**config.mk**
```make
export PLATFORM = sky130hd
export DESIGN_NAME = vx_cache_flush_ctrl
export DESIGN_NICKNAME = d
export VERILOG_FILES = /design/src/rtl/vx_cache_flush_ctrl_pkg.sv /design/src/rtl/vx_cache_flush_ctrl_pending_size.sv /design/src/rtl/vx_cache_flush_ctrl.sv
export SDC_FILE = /design/constraint.sdc
export NUM_CORES = 1
export LEC_CHECK = 0
export ABC_CLOCK_PERIOD_IN_PS = 3510
export CORE_UTILIZATION = 50
export CTS_BUF_LIST = sky130_fd_sc_hd__clkbuf_8
export CTS_CLUSTER_SIZE = 24
export DETAILED_ROUTE_END_ITERATION = 12
export GPL_ROUTABILITY_DRIVEN = 0
export GPL_TIMING_DRIVEN = 0
export PLACE_DENSITY = 0.79
export SLEW_MARGIN = 5
export SYNTH_ARGS = -nofsm -noshare
export SYNTH_HDL_FRONTEND = slang
export SYNTH_HIERARCHICAL = 1
export SYNTH_SLANG_ARGS = --single-unit
```
**constraint.sdc**
```tcl
create_clock -name clk -period 3.51 [get_ports clk]
set_input_delay 0.5265 -clock clk [delete_from_list [all_inputs] [get_ports clk]]
set_output_delay 0.5265 -clock clk [all_outputs]
set_load 0.005 [all_outputs]
```
**src/rtl/vx_cache_flush_ctrl_pkg.sv**
```systemverilog
// Shared definitions for the cache flush controller.
//   flush_state_e      : 3-bit flush sequencer state encoding
//   CACHE_FLUSH_PERF_W : width of the optional flush-cycle performance counter
//   log2up()           : ceil(log2(x)), never less than 1 (for index widths)
package vx_cache_flush_ctrl_pkg;

  localparam int unsigned CACHE_FLUSH_PERF_W = 44;

  typedef enum logic [2:0] {
    FLUSH_IDLE    = 3'd0,
    FLUSH_DRAIN   = 3'd1,
    FLUSH_WALK    = 3'd2,
    FLUSH_WAIT_WB = 3'd3,
    FLUSH_DONE    = 3'd4
  } flush_state_e;

  function automatic int unsigned log2up(input int unsigned x);
    return (x > 1) ? $clog2(x) : 1;
  endfunction

endpackage

```
**src/rtl/vx_cache_flush_ctrl_pending_size.sv**
```systemverilog
// VX_pending_size: occupancy counter for outstanding line flushes.
//   i_clk, i_reset : clock, synchronous active-high reset
//   i_incr         : one entry added this cycle
//   i_decr         : one entry retired this cycle (ignored when empty)
//   o_size         : registered occupancy
//   o_size_n       : occupancy after this cycle's update
//   o_empty/o_full : occupancy == 0 / occupancy == SIZE
module VX_pending_size #(
  parameter int unsigned SIZE   = 4,
  parameter int unsigned SIZE_W = $clog2(SIZE + 1)
) (
  input  logic              i_clk,
  input  logic              i_reset,
  input  logic              i_incr,
  input  logic              i_decr,
  output logic              o_empty,
  output logic              o_full,
  output logic [SIZE_W-1:0] o_size,
  output logic [SIZE_W-1:0] o_size_n
);

  logic [SIZE_W-1:0] r_size;
  logic              w_decr_eff;

  // A retire with nothing outstanding is dropped so the count cannot wrap.
  assign w_decr_eff = i_decr && (r_size != '0);

  always_comb begin
    o_size_n = r_size;
    if (i_incr && !w_decr_eff) begin
      o_size_n = r_size + SIZE_W'(1);
    end else if (w_decr_eff && !i_incr) begin
      o_size_n = r_size - SIZE_W'(1);
    end
  end

  always_ff @(posedge i_clk) begin
    if (i_reset) begin
      r_size <= '0;
    end else begin
      r_size <= o_size_n;
    end
  end

  assign o_size  = r_size;
  assign o_empty = (r_size == '0);
  assign o_full  = (r_size == SIZE_W'(SIZE));

endmodule

```
**src/rtl/vx_cache_flush_ctrl.sv**
```systemverilog
// Cache flush controller: drains core traffic, walks every {set,way} of the
// cache issuing one line flush per handshake (broadcast to all banks), waits
// for all writebacks and for memory to go idle, then pulses done.
//   clk, reset              : clock, synchronous active-high reset
//   start_valid/start_ready : flush request handshake (ready only when idle)
//   core_idle               : cache has no in-flight core requests
//   core_req_block          : holds off new core requests during a flush
//   flush_valid/ready       : line flush handshake, flush_set/flush_way index
//   flush_ack               : one issued line fully processed
//   mem_idle                : no memory writes outstanding
//   done                    : one-cycle completion pulse; busy: not idle
//   perf_flush_cycles       : cumulative busy cycles (CACHE_FLUSH_PERF_EN only)
// Optional feature macro: CACHE_FLUSH_PERF_EN. Debug trace macro: DBG_TRACE_CACHE.
module vx_cache_flush_ctrl
  import vx_cache_flush_ctrl_pkg::*;
#(
  parameter string       INSTANCE_ID = "",
  parameter int unsigned CACHE_SIZE  = 4096,
  parameter int unsigned LINE_SIZE   = 64,
  parameter int unsigned NUM_BANKS   = 1,
  parameter int unsigned NUM_WAYS    = 1,
  parameter int unsigned MAX_PENDING = 4,
  parameter int unsigned NUM_SETS    = CACHE_SIZE / (LINE_SIZE * NUM_BANKS * NUM_WAYS),
  parameter int unsigned SET_W       = log2up(NUM_SETS),
  parameter int unsigned WAY_W       = log2up(NUM_WAYS)
) (
  input  logic             clk,
  input  logic             reset,
  input  logic             start_valid,
  output logic             start_ready,
  input  logic             core_idle,
  output logic             core_req_block,
  output logic             flush_valid,
  input  logic             flush_ready,
  output logic [SET_W-1:0] flush_set,
  output logic [WAY_W-1:0] flush_way,
  input  logic             flush_ack,
  input  logic             mem_idle,
  output logic             done,
  output logic             busy
`ifdef CACHE_FLUSH_PERF_EN
  , output logic [CACHE_FLUSH_PERF_W-1:0] perf_flush_cycles
`endif
);

  localparam int unsigned PEND_W = $clog2(MAX_PENDING + 1);

  flush_state_e      r_state;
  logic [SET_W-1:0]  r_set;
  logic [WAY_W-1:0]  r_way;
  logic              r_flush_valid;
  logic              r_done;
  logic              r_busy;
  logic              r_block;

  logic              w_fire;
  logic              w_last;
  logic              w_can_issue;
  logic              w_pend_empty;
  logic              w_pend_full;
  logic [PEND_W-1:0] w_pend;
  logic [PEND_W-1:0] w_pend_n;

  assign w_fire = r_flush_valid && flush_ready;
  assign w_last = (r_set == SET_W'(NUM_SETS - 1)) && (r_way == WAY_W'(NUM_WAYS - 1));

  VX_pending_size #(
    .SIZE   (MAX_PENDING),
    .SIZE_W (PEND_W)
  ) pending_size (
    .i_clk    (clk),
    .i_reset  (reset),
    .i_incr   (w_fire),
    .i_decr   (flush_ack),
    .o_empty  (w_pend_empty),
    .o_full   (w_pend_full),
    .o_size   (w_pend),
    .o_size_n (w_pend_n)
  );

  // flush_valid is registered, so it is computed from next cycle's occupancy
  // to keep it exactly equal to (pending < MAX_PENDING) while walking.
  assign w_can_issue = (w_pend_n < PEND_W'(MAX_PENDING));

  always_ff @(posedge clk) begin
    if (reset) begin
      r_state       <= FLUSH_IDLE;
      r_set         <= '0;
      r_way         <= '0;
      r_flush_valid <= 1'b0;
      r_done        <= 1'b0;
      r_busy        <= 1'b0;
      r_block       <= 1'b0;
    end else begin
      r_done <= 1'b0;
      case (r_state)
        FLUSH_IDLE: begin
          if (start_valid) begin
            r_state <= FLUSH_DRAIN;
            r_busy  <= 1'b1;
            r_block <= 1'b1;
          end
        end
        FLUSH_DRAIN: begin
          if (core_idle) begin
            r_state       <= FLUSH_WALK;
            r_flush_valid <= w_can_issue;
          end
        end
        FLUSH_WALK: begin
          if (w_fire && w_last) begin
            r_set         <= '0;
            r_way         <= '0;
            r_state       <= FLUSH_WAIT_WB;
            r_flush_valid <= 1'b0;
          end else begin
            if (w_fire) begin
              if (r_way == WAY_W'(NUM_WAYS - 1)) begin
                r_way <= '0;
                r_set <= r_set + SET_W'(1);
              end else begin
                r_way <= r_way + WAY_W'(1);
              end
            end
            r_flush_valid <= w_can_issue;
          end
        end
        FLUSH_WAIT_WB: begin
          if (w_pend_empty && mem_idle) begin
            r_state <= FLUSH_DONE;
            r_done  <= 1'b1;
          end
        end
        FLUSH_DONE: begin
          r_state <= FLUSH_IDLE;
          r_busy  <= 1'b0;
          r_block <= 1'b0;
        end
        default: begin
          r_state <= FLUSH_IDLE;
        end
      endcase
    end
  end

  assign start_ready    = (r_state == FLUSH_IDLE);
  assign core_req_block = r_block;
  assign flush_valid    = r_flush_valid;
  assign flush_set      = r_set;
  assign flush_way      = r_way;
  assign done           = r_done;
  assign busy           = r_busy;

`ifdef CACHE_FLUSH_PERF_EN
  logic [CACHE_FLUSH_PERF_W-1:0] r_perf_cycles;

  always_ff @(posedge clk) begin
    if (reset) begin
      r_perf_cycles <= '0;
    end else if (r_busy) begin
      r_perf_cycles <= r_perf_cycles + CACHE_FLUSH_PERF_W'(1);
    end
  end

  assign perf_flush_cycles = r_perf_cycles;
`else
  // No performance counter in this build.
`endif

`ifdef DBG_TRACE_CACHE
  always_ff @(posedge clk) begin
    if (!reset) begin
      if (w_fire) begin
        $info("%s: flush set=%0d way=%0d pending=%0d", INSTANCE_ID, r_set, r_way, w_pend);
      end
      if (r_done) begin
        $info("%s: flush done", INSTANCE_ID);
      end
    end
  end
`endif

  // An ack with nothing outstanding is dropped by the counter; flag it.
  assert property (@(posedge clk) disable iff (reset) !(flush_ack && w_pend_empty))
    else $error("%s: flush_ack with no line pending (full=%0b)", INSTANCE_ID, w_pend_full);

endmodule

```
# [Word level (Yosys, flattened, before mapping)]
# Index checks and enable logic that the tools add are counted.
[classes] n_addsub=4 n_eq_ne=10 n_reduce_logical=21 n_bitwise=2 muxes=19 magnitude_cmp=1
[ops] op="$mux W3" n=6
[ops] op="$mux W6" n=3
[ops] op="$pmux W3 S4" n=1
[ops] op="$ne A2 B2 Y1 const B" n=4
[ops] op="$logic_and A1 B1 Y1" n=7
[ops] op="$mux W1" n=7
[ops] op="$add A6 B1 Y6 const B" n=1
[ops] op="$eq A3 B2 Y1 const B" n=2
[ops] op="$eq A6 B6 Y1 const B" n=1
[ops] op="$logic_not A3 Y1" n=2
[ops] op="$reduce_and A2 Y1" n=3
[ops] op="$reduce_bool A2 Y1" n=3
[ops] op="$pmux W1 S2" n=2
[ops] op="$reduce_and A4 Y1" n=1
[ops] op="$add A3 B1 Y3 const B" n=1
[ops] op="$eq A3 B1 Y1 const B" n=1
[ops] op="$eq A3 B3 Y1 const B" n=1
[ops] op="$lt A3 B3 Y1 const B" n=1
[ops] op="$reduce_and A3 Y1" n=1
[ops] op="$reduce_bool A3 Y1" n=1
[ops] op="$sub A3 B1 Y3 const B" n=1
[ops] op="$logic_not A1 Y1" n=2
[ops] op="$ne A2 B1 Y1 const B" n=1
[ops] op="$not A1 Y1" n=2
[ops] op="2 further kinds" n=2
[word_totals] output_inout_bits=12 elab_cells=64 in_bits=7 register_bits=16

# [Depth between registers and ports, before layout]
# Gate-level depths: netlist of run 1.
[logic_depth] ltp_word=8 mapped_depth=7

# [By module]
# Netlist of run 1, hierarchy kept.
[modules_own_cells] module="vx_cache_flush_ctrl" instances=1 area_each_um2=615.6 seq_area_each_um2=240.2 cells_per_inst=73
[modules_own_cells] module="VX_pending_size" instances=1 area_each_um2=264.0 seq_area_each_um2=60.1 cells_per_inst=32

# [Worst setup path after synthesis of run 1]
# OpenSTA, ideal clock, no wires.
[synth_timing] kind="input to register" start="input port flush_ready" end="register r_flush_valid, in the netlist flush_valid" required_ns=3.423 setup_ns=0.087 arrival_time_ns=1.570 path_buffers=1 path_slack_ns=1.853 cell_stages=7 path_cell_list="nand2_1 inv_1 buf_6 nor4bb_1 a311oi_1 a21oi_1 o31ai_1"
[synth_between] elab_chain_cells=8 elab_cells_between_ends=11 cone_classes="order compare (1); mux (5); reduce/logical (5)"
[synth_lines] element="start, declared" line="vx_cache_flush_ctrl.sv:34" rtl="input logic flush_ready,"
[synth_lines] element="$logic_and A1 B1 Y1 (*)" line="vx_cache_flush_ctrl.sv:64" rtl="assign w_fire = r_flush_valid && flush_ready;"
[synth_lines] element="net w_fire" line="vx_cache_flush_ctrl.sv:56" rtl="logic w_fire;"
[synth_lines] element="$logic_not A1 Y1" line="vx_cache_flush_ctrl_pending_size.sv:32" rtl="end else if (w_decr_eff && !i_incr) begin"
[synth_lines] element="$logic_and A1 B1 Y1" line="vx_cache_flush_ctrl_pending_size.sv:32"
[synth_lines] element="$mux W3" line="vx_cache_flush_ctrl_pending_size.sv:32"
[synth_lines] element="$mux W3 (*)" line="vx_cache_flush_ctrl_pending_size.sv:30" rtl="if (i_incr && !w_decr_eff) begin"
[synth_lines] element="net w_pend_n[2]" line="vx_cache_flush_ctrl.sv:62" rtl="logic [PEND_W-1:0] w_pend_n;"
[synth_lines] element="$lt A3 B3 Y1 (*)" line="vx_cache_flush_ctrl.sv:83" rtl="assign w_can_issue = (w_pend_n < PEND_W'(MAX_PENDING));"
[synth_lines] element="$mux W1 (on tied branches)" line="vx_cache_flush_ctrl.sv:111, vx_cache_flush_ctrl.sv:105"
[synth_lines] element="$pmux W1 S2 (*)" line="vx_cache_flush_ctrl.sv:96" rtl="case (r_state)"
[synth_lines] element="end signal, assigned" line="vx_cache_flush_ctrl.sv:107" rtl="r_flush_valid <= w_can_issue;"
[synth_lines] element="end signal, assigned" line="vx_cache_flush_ctrl.sv:125" rtl="r_flush_valid <= w_can_issue;"
[synth_lines] element="end, declared" line="vx_cache_flush_ctrl.sv:51" rtl="logic r_flush_valid;"
# The timed path passes the listed nets; every way through them passes the cells marked *. The select of a mux whose other input is x is not followed.
# A chain may end at the register's enable or synchronous reset.

# [Final worst setup path of run 1]
# Ends and elaborated chain as after synthesis.

==> results of run 1 <==
-- worst min-delay path by stage --
stage                                        end  slack [ns]  cells after the start
3_3_place_gp   pending_size/o_size[2]$_SDFF_PP0_        0.49                      1
6_report               flush_set[1]$_SDFFE_PP0P_        0.52                      2
3_5_place_dp           flush_set[1]$_SDFFE_PP0P_        0.50                      2
2_1_floorplan  pending_size/o_size[2]$_SDFF_PP0_        0.46                      1
4_1_cts                flush_set[1]$_SDFFE_PP0P_        0.52                      2
5_1_grt        pending_size/o_size[2]$_SDFF_PP0_        0.54                      1
-- per-layer routing --
metal | share of wire | GRT usage | vias to the layer above
li1 | - | - | 417
met1 | 0.47 | 0.266 | 356
met2 | 0.47 | 0.355 | 28
met3 | 0.051 | 0.0250 | 2
met4 | 0.0071 | 0.113 | 0
met5 | 0 | 0 | -
-- stage by stage --
step,power [mW],cell area (µm²),hold WS (ns),setup WS (ns),cells
6_report,0.574,1090,0.516,1.34,138
4_1_cts,0.575,1090,0.517,1.40,138
2_1_floorplan,0.377,863,0.456,1.85,102
3_5_place_dp,0.433,1040,0.505,1.16,134
3_3_place_gp,0.422,1040,0.491,1.21,134
5_1_grt,0.612,1090,0.543,1.19,138
-- registers in the layout, summed over array words and instances (netlist names) --
| register | count |
|---|---|
| core_req_block | 1 |
| done | 1 |
| flush_set | 6 |
| flush_valid | 1 |
| pending_size/o_size | 3 |
| r_state | 3 |
-- critical path: stages --
cell	delay (ns)
clkdlybuf4s50_1	0.49
nand2_1	0.19
inv_1	0.18
buf_6	0.15
nor4bb_1	0.05
a311oi_1	0.38
a21oi_1	0.10
o31ai_1	0.24
-- cell usage in the layout, fill, tap and decap left out, types with 2 or more instances in the layout --
| cell type | count |
|---|---|
| or4_1 | 2 |
| dfxtp_1 | 15 |
| and3_1 | 4 |
| clkdlybuf4s50_1 | 16 |
| o31ai_1 | 4 |
| nand3_1 | 5 |
| ha_1 | 4 |
| buf_4 | 3 |
| clkbuf_1 | 2 |
| nand2_1 | 3 |
| nor2_1 | 5 |
| clkbuf_8 | 3 |
| o21ai_0 | 4 |
| nor3_1 | 4 |
| a311oi_1 | 2 |
| inv_1 | 7 |
| a21oi_1 | 9 |
| nand2b_1 | 3 |
-- final cells by class --
cell class              count  area, µm²
clock inverters             1       5.00
clock buffers               3       41.3
well taps                  16       20.0
fillers                   135        469
flip-flops and latches     15        300
inverters                   7       26.3
multi-input cells          72        485
repair buffers             16        160
plain buffers               8       51.3
-- report_power, final --
part	leakage [nW]	internal (mW)	total, mW	switching, mW
Combinational	0.280	0.103	0.219	0.115
Sequential	0.122	0.194	0.216	0.0221
Clock	0.0255	0.0785	0.139	0.0605
==> qor.csv, run 1 <==
metric,value,unit
status,"finished, violations left",
failing checks,design-rule violations,
Avg Synthesized Cell Area,8.46,µm²
clk root buf,clkbuf_8,
Core Area,1560,µm²
max cap viols,0,
Worst Path Arrival,2.33,ns
first-pass GRT wire length,3020,µm
clk_skew,0.00586,ns
synth-to-layout area growth,26.2,%
DR vias,803,
worst reg2reg path depth,7,
post-cts sizing count,0,
Port Buf Inserts,16,
die height,43.6,µm
Critical Path Sink Type,flip-flop,
CP Launch Type,input pin,
CP max FO,9,
Hold Crit Class,flip-flop to flip-flop,
Critical Path RT,3.67,ns
Setup crit end,flush_valid$_SDFFE_PP0P_,
final-report max-slew violation count,0,
CTS Hold Bufs,0,
Worst Tran Pin Value,0.658,ns
vias per cell,5.82,
synthesized instance count,102,
share of cells above drive strength 1,0.107,
DRC Markers,2,
final wirelength,1820,µm
worst-case clock buffer depth,2,
Skew-Pair Late Insertion Delay,0.25,ns
number of setup buffers added after CTS,0,
RR Startpoint,flush_valid$_SDFFE_PP0P_,
vias in the first global route,725,
capture point of the worst reg-to-reg path,flush_valid$_SDFFE_PP0P_,
RSZ-0062 raised after global routing,false,
min-delay src,flush_set[1]$_SDFFE_PP0P_,
post-synthesis cell area,863,µm²
io pins,19,
# rows,14,
H-tree depth,1,
Die Wd,43.6,µm
TritonCTS clock tree,done,
starting DRC count in detailed routing,17,
fin nets,134,
endpoints failing setup,0,
hpwl dp,1280,µm
largest net degree at the start of global routing,11,
grt ovf,0,
"Clk pin slew, worst setup/hold paths",0.06,ns
Wirelength per Cell,13.2,µm
Post-Route Setup TNS,0,ns
Period minus WS final,2.17,ns
syn nets,113,
Worst Setup Path Type,input pin to flip-flop,
GR Util All Layers,0.212,
Final period util,0.617,
PD cells,527,nW/µm²
number of hold violations in the final report,0,
Sink Count,15,
# diodes,0,
CTS Buf Count,3,
Slew headroom,0.561,
Post-DRT Antenna Nets,0,
Max IR drop VDD,0.427,mV
final core utilization,0.699,
warning count from the yosys run,6,
f_max,462,MHz
DRT Pass-1 Iters,8,
initial antenna violation count,0,
Leakage,0.427,nW
Initial Util,0.554,
Crit. Startpoint,flush_ready,
Die ar.,1900,µm²
Reg2Reg Setup Slack,1.74,ns
Note: power is estimated with default switching activity, not from simulation.
==> run 2, diff against run 1 <==
--- a/config.mk
+++ b/config.mk
@@ -5,14 +5,14 @@
 export SDC_FILE = /design/constraint.sdc
 export NUM_CORES = 1
 export LEC_CHECK = 0
-export ABC_CLOCK_PERIOD_IN_PS = 3510
-export CORE_UTILIZATION = 50
+export ABC_CLOCK_PERIOD_IN_PS = 1750
+export CORE_UTILIZATION = 46
 export CTS_BUF_LIST = sky130_fd_sc_hd__clkbuf_8
 export CTS_CLUSTER_SIZE = 24
 export DETAILED_ROUTE_END_ITERATION = 12
 export GPL_ROUTABILITY_DRIVEN = 0
 export GPL_TIMING_DRIVEN = 0
-export PLACE_DENSITY = 0.79
+export PLACE_DENSITY = 0.76
 export SLEW_MARGIN = 5
 export SYNTH_ARGS = -nofsm -noshare
 export SYNTH_HDL_FRONTEND = slang
==> constraint.sdc (replaced) <==
create_clock -name clk -period 1.75 [get_ports clk]
set_input_delay 0.2625 -clock clk [delete_from_list [all_inputs] [get_ports clk]]
set_output_delay 0.2625 -clock clk [all_outputs]
set_load 0.005 [all_outputs]
==> run 2 against run 1 <==
  * The run now ends clean
  * Sequential power increased by 110%
  * Global-route usage is 2.0 points lower
  * Clock skew fell by 0.0042 ns
  * Final cell count grew 7.2%
  * Register-to-register slack got worse by 1.6 ns
  * Cell area rose by 4.4%
  * Critical path type is now flip-flop to flip-flop
  * Critical endpoint is now flush_set[3]$_SDFFE_PP0P_
==> qor.csv, run 2 (synthesis gave the netlist of run 1 again) <==
metric,value,unit,change
status,completed,,"was finished, violations left"
clk_skew,0.00161,ns,was 0.00586 ns
Die Wd,45.3,µm,was 43.6 µm
Post-Route Setup TNS,0,ns,unchanged
# diodes,0,,unchanged
TritonCTS clock tree,done,,unchanged
Skew-Pair Late Insertion Delay,0.25,ns,about the same
max cap viols,0,,unchanged
vias in the first global route,651,,was 725
Slew headroom,0.582,,was 0.561
synth-to-layout area growth,31.7,%,was 26.2%
worst-case clock buffer depth,2,,unchanged
worst reg2reg path depth,5,,was 7
"worst slack, placed",-0.355,ns,was 1.16 ns
GR Util All Layers,0.192,,was 0.212
Worst Tran Pin Value,0.626,ns,was 0.658 ns
largest net degree at the start of global routing,11,,unchanged
DR vias,821,,was 803
CTS Hold Bufs,0,,unchanged
Die ar.,2050,µm²,was 1900 µm²
Core Area,1750,µm²,was 1560 µm²
final wirelength,1790,µm,was 1820 µm
Post-DRT Antenna Nets,0,,unchanged
endpoints failing setup,0,,unchanged
Initial Util,0.495,,was 0.554
starting DRC count in detailed routing,21,,was 17
capture point of the worst reg-to-reg path,flush_set[3]$_SDFFE_PP0P_,,was flush_valid$_SDFFE_PP0P_
number of hold violations in the final report,0,,unchanged
FF+latch area,302,µm²,was 300 µm²
Filler cells,150,,was 135
f_max,607,MHz,
share of cells above drive strength 1,0.154,,was 0.107
H-tree depth,1,,unchanged
vias per cell,5.55,,was 5.82
CP max FO,10,,was 9
Worst Path Arrival,1.82,ns,was 2.33 ns
Reg2Reg Setup Slack,0.10,ns,was 1.74 ns
Setup crit end,flush_set[3]$_SDFFE_PP0P_,,was flush_valid$_SDFFE_PP0P_
most frequent cells in the layout,"dfxtp_1, clkdlybuf4s50_1, a21oi_1",,"was clkdlybuf4s50_1, dfxtp_1, a21oi_1"
RR Startpoint,r_state[1]$_SDFFE_PP0P_,,was flush_valid$_SDFFE_PP0P_
initial antenna violation count,0,,unchanged
die height,45.3,µm,was 43.6 µm
worst setup margin,0.103,ns,was 1.34 ns
Hold Crit Class,input pin to flip-flop,,was flip-flop to flip-flop
first-pass GRT wire length,2810,µm,was 3020 µm
Port Buf Inserts,16,,unchanged
Crit. Startpoint,r_state[1]$_SDFFE_PP0P_,,was flush_ready
hpwl dp,1270,µm,was 1280 µm
RSZ-0062 raised after global routing,false,,unchanged
placed cell area,1050,µm²,was 1040 µm²
final-report max-slew violation count,0,,unchanged
CP Launch Type,flip-flop,,was input pin
multi-input logic area,508,µm²,was 485 µm²
max reg flops,6,,unchanged
Max IR drop VDD,1.10,mV,was 0.427 mV
Critical Path RT,1.93,ns,was 3.67 ns
DRT Pass-1 Iters,4,,was 8
Critical Path Sink Type,flip-flop,,unchanged
Leakage,0.462,nW,was 0.427 nW
Wirelength per Cell,12.1,µm,was 13.2 µm
Final period util,0.941,,
Period minus WS final,1.65,ns,
Worst Setup Path Type,flip-flop to flip-flop,,was input pin to flip-flop
post-route cell area,1140,µm²,was 1090 µm²
Hold WS,0.341,ns,was 0.516 ns
fin nets,135,,was 134
# rows,15,,was 14
DRC Markers,0,,was 2
PD cells,1080,nW/µm²,was 527 nW/µm²
clk root buf,clkbuf_8,,unchanged
Sink Count,15,,unchanged
CTS Buf Count,3,,unchanged
grt ovf,0,,unchanged
"Clk pin slew, worst setup/hold paths",0.06,ns,about the same
io pins,19,,unchanged
-- run 2: metrics by stage --
step,total power [mW],util,std cells
floorplan,0.756,-,102
global placement,0.847,0.604,143
detailed placement,0.868,0.604,143
CTS,1.17,0.637,148
global route,1.31,0.652,148
finish,1.22,0.652,148
-- run 2: power by group --
| group | internal [mW] | switching [mW] | total [mW] |
|---|---|---|---|
| logic | 0.256 | 0.252 | 0.508 |
| registers | 0.392 | 0.0506 | 0.443 |
| clock network | 0.155 | 0.119 | 0.274 |
-- run 2: worst min path at each step --
stage,startpoint,end,slack [ns],cells after the start
CTS,flush_ack,pending_size/o_size[1]$_SDFF_PP0_,0.33,2
floorplan,reset,pending_size/o_size[2]$_SDFF_PP0_,0.33,1
global route,flush_ack,pending_size/o_size[1]$_SDFF_PP0_,0.36,2
global placement,pending_size/o_size[2]$_SDFF_PP0_,pending_size/o_size[2]$_SDFF_PP0_,0.49,1
detailed placement,pending_size/o_size[2]$_SDFF_PP0_,pending_size/o_size[2]$_SDFF_PP0_,0.51,1
finish,flush_ack,pending_size/o_size[1]$_SDFF_PP0_,0.34,2
-- run 2: final cells by class --
cell class,instances,share of cell area
multi-input combinational,72,0.447
sequential,15,0.265
timing repair buffer,17,0.152
buffer,8,0.0462
clock buffer,3,0.0363
tap,25,0.0275
inverter,7,0.0231
clock inverter,1,0.00330
-- run 2: critical path, stage by stage (launching register included) --
cell	delay [ns]
dfxtp_1	0.30
buf_4	0.14
or3b_1	0.33
buf_2	0.17
or4_1	0.47
a21oi_1	0.16
-- run 2: metal layers --
| layer | GRT usage | up-vias | part of all wire |
|---|---|---|---|
| met2 | 0.299 | 26 | 0.49 |
| li1 | - | 420 | - |
| met4 | 0.0909 | 0 | 0.0078 |
| met1 | 0.256 | 373 | 0.46 |
| met5 | 0 | - | 0 |
| met3 | 0.0360 | 2 | 0.041 |
-- run 2: timing repair --
item / 4_1_cts / 5_1_grt
pin swaps: 1 / 2
gates resized for setup: 3 / 8
setup endpoints to repair: 2 / 3
setup buffers: 1 / 0
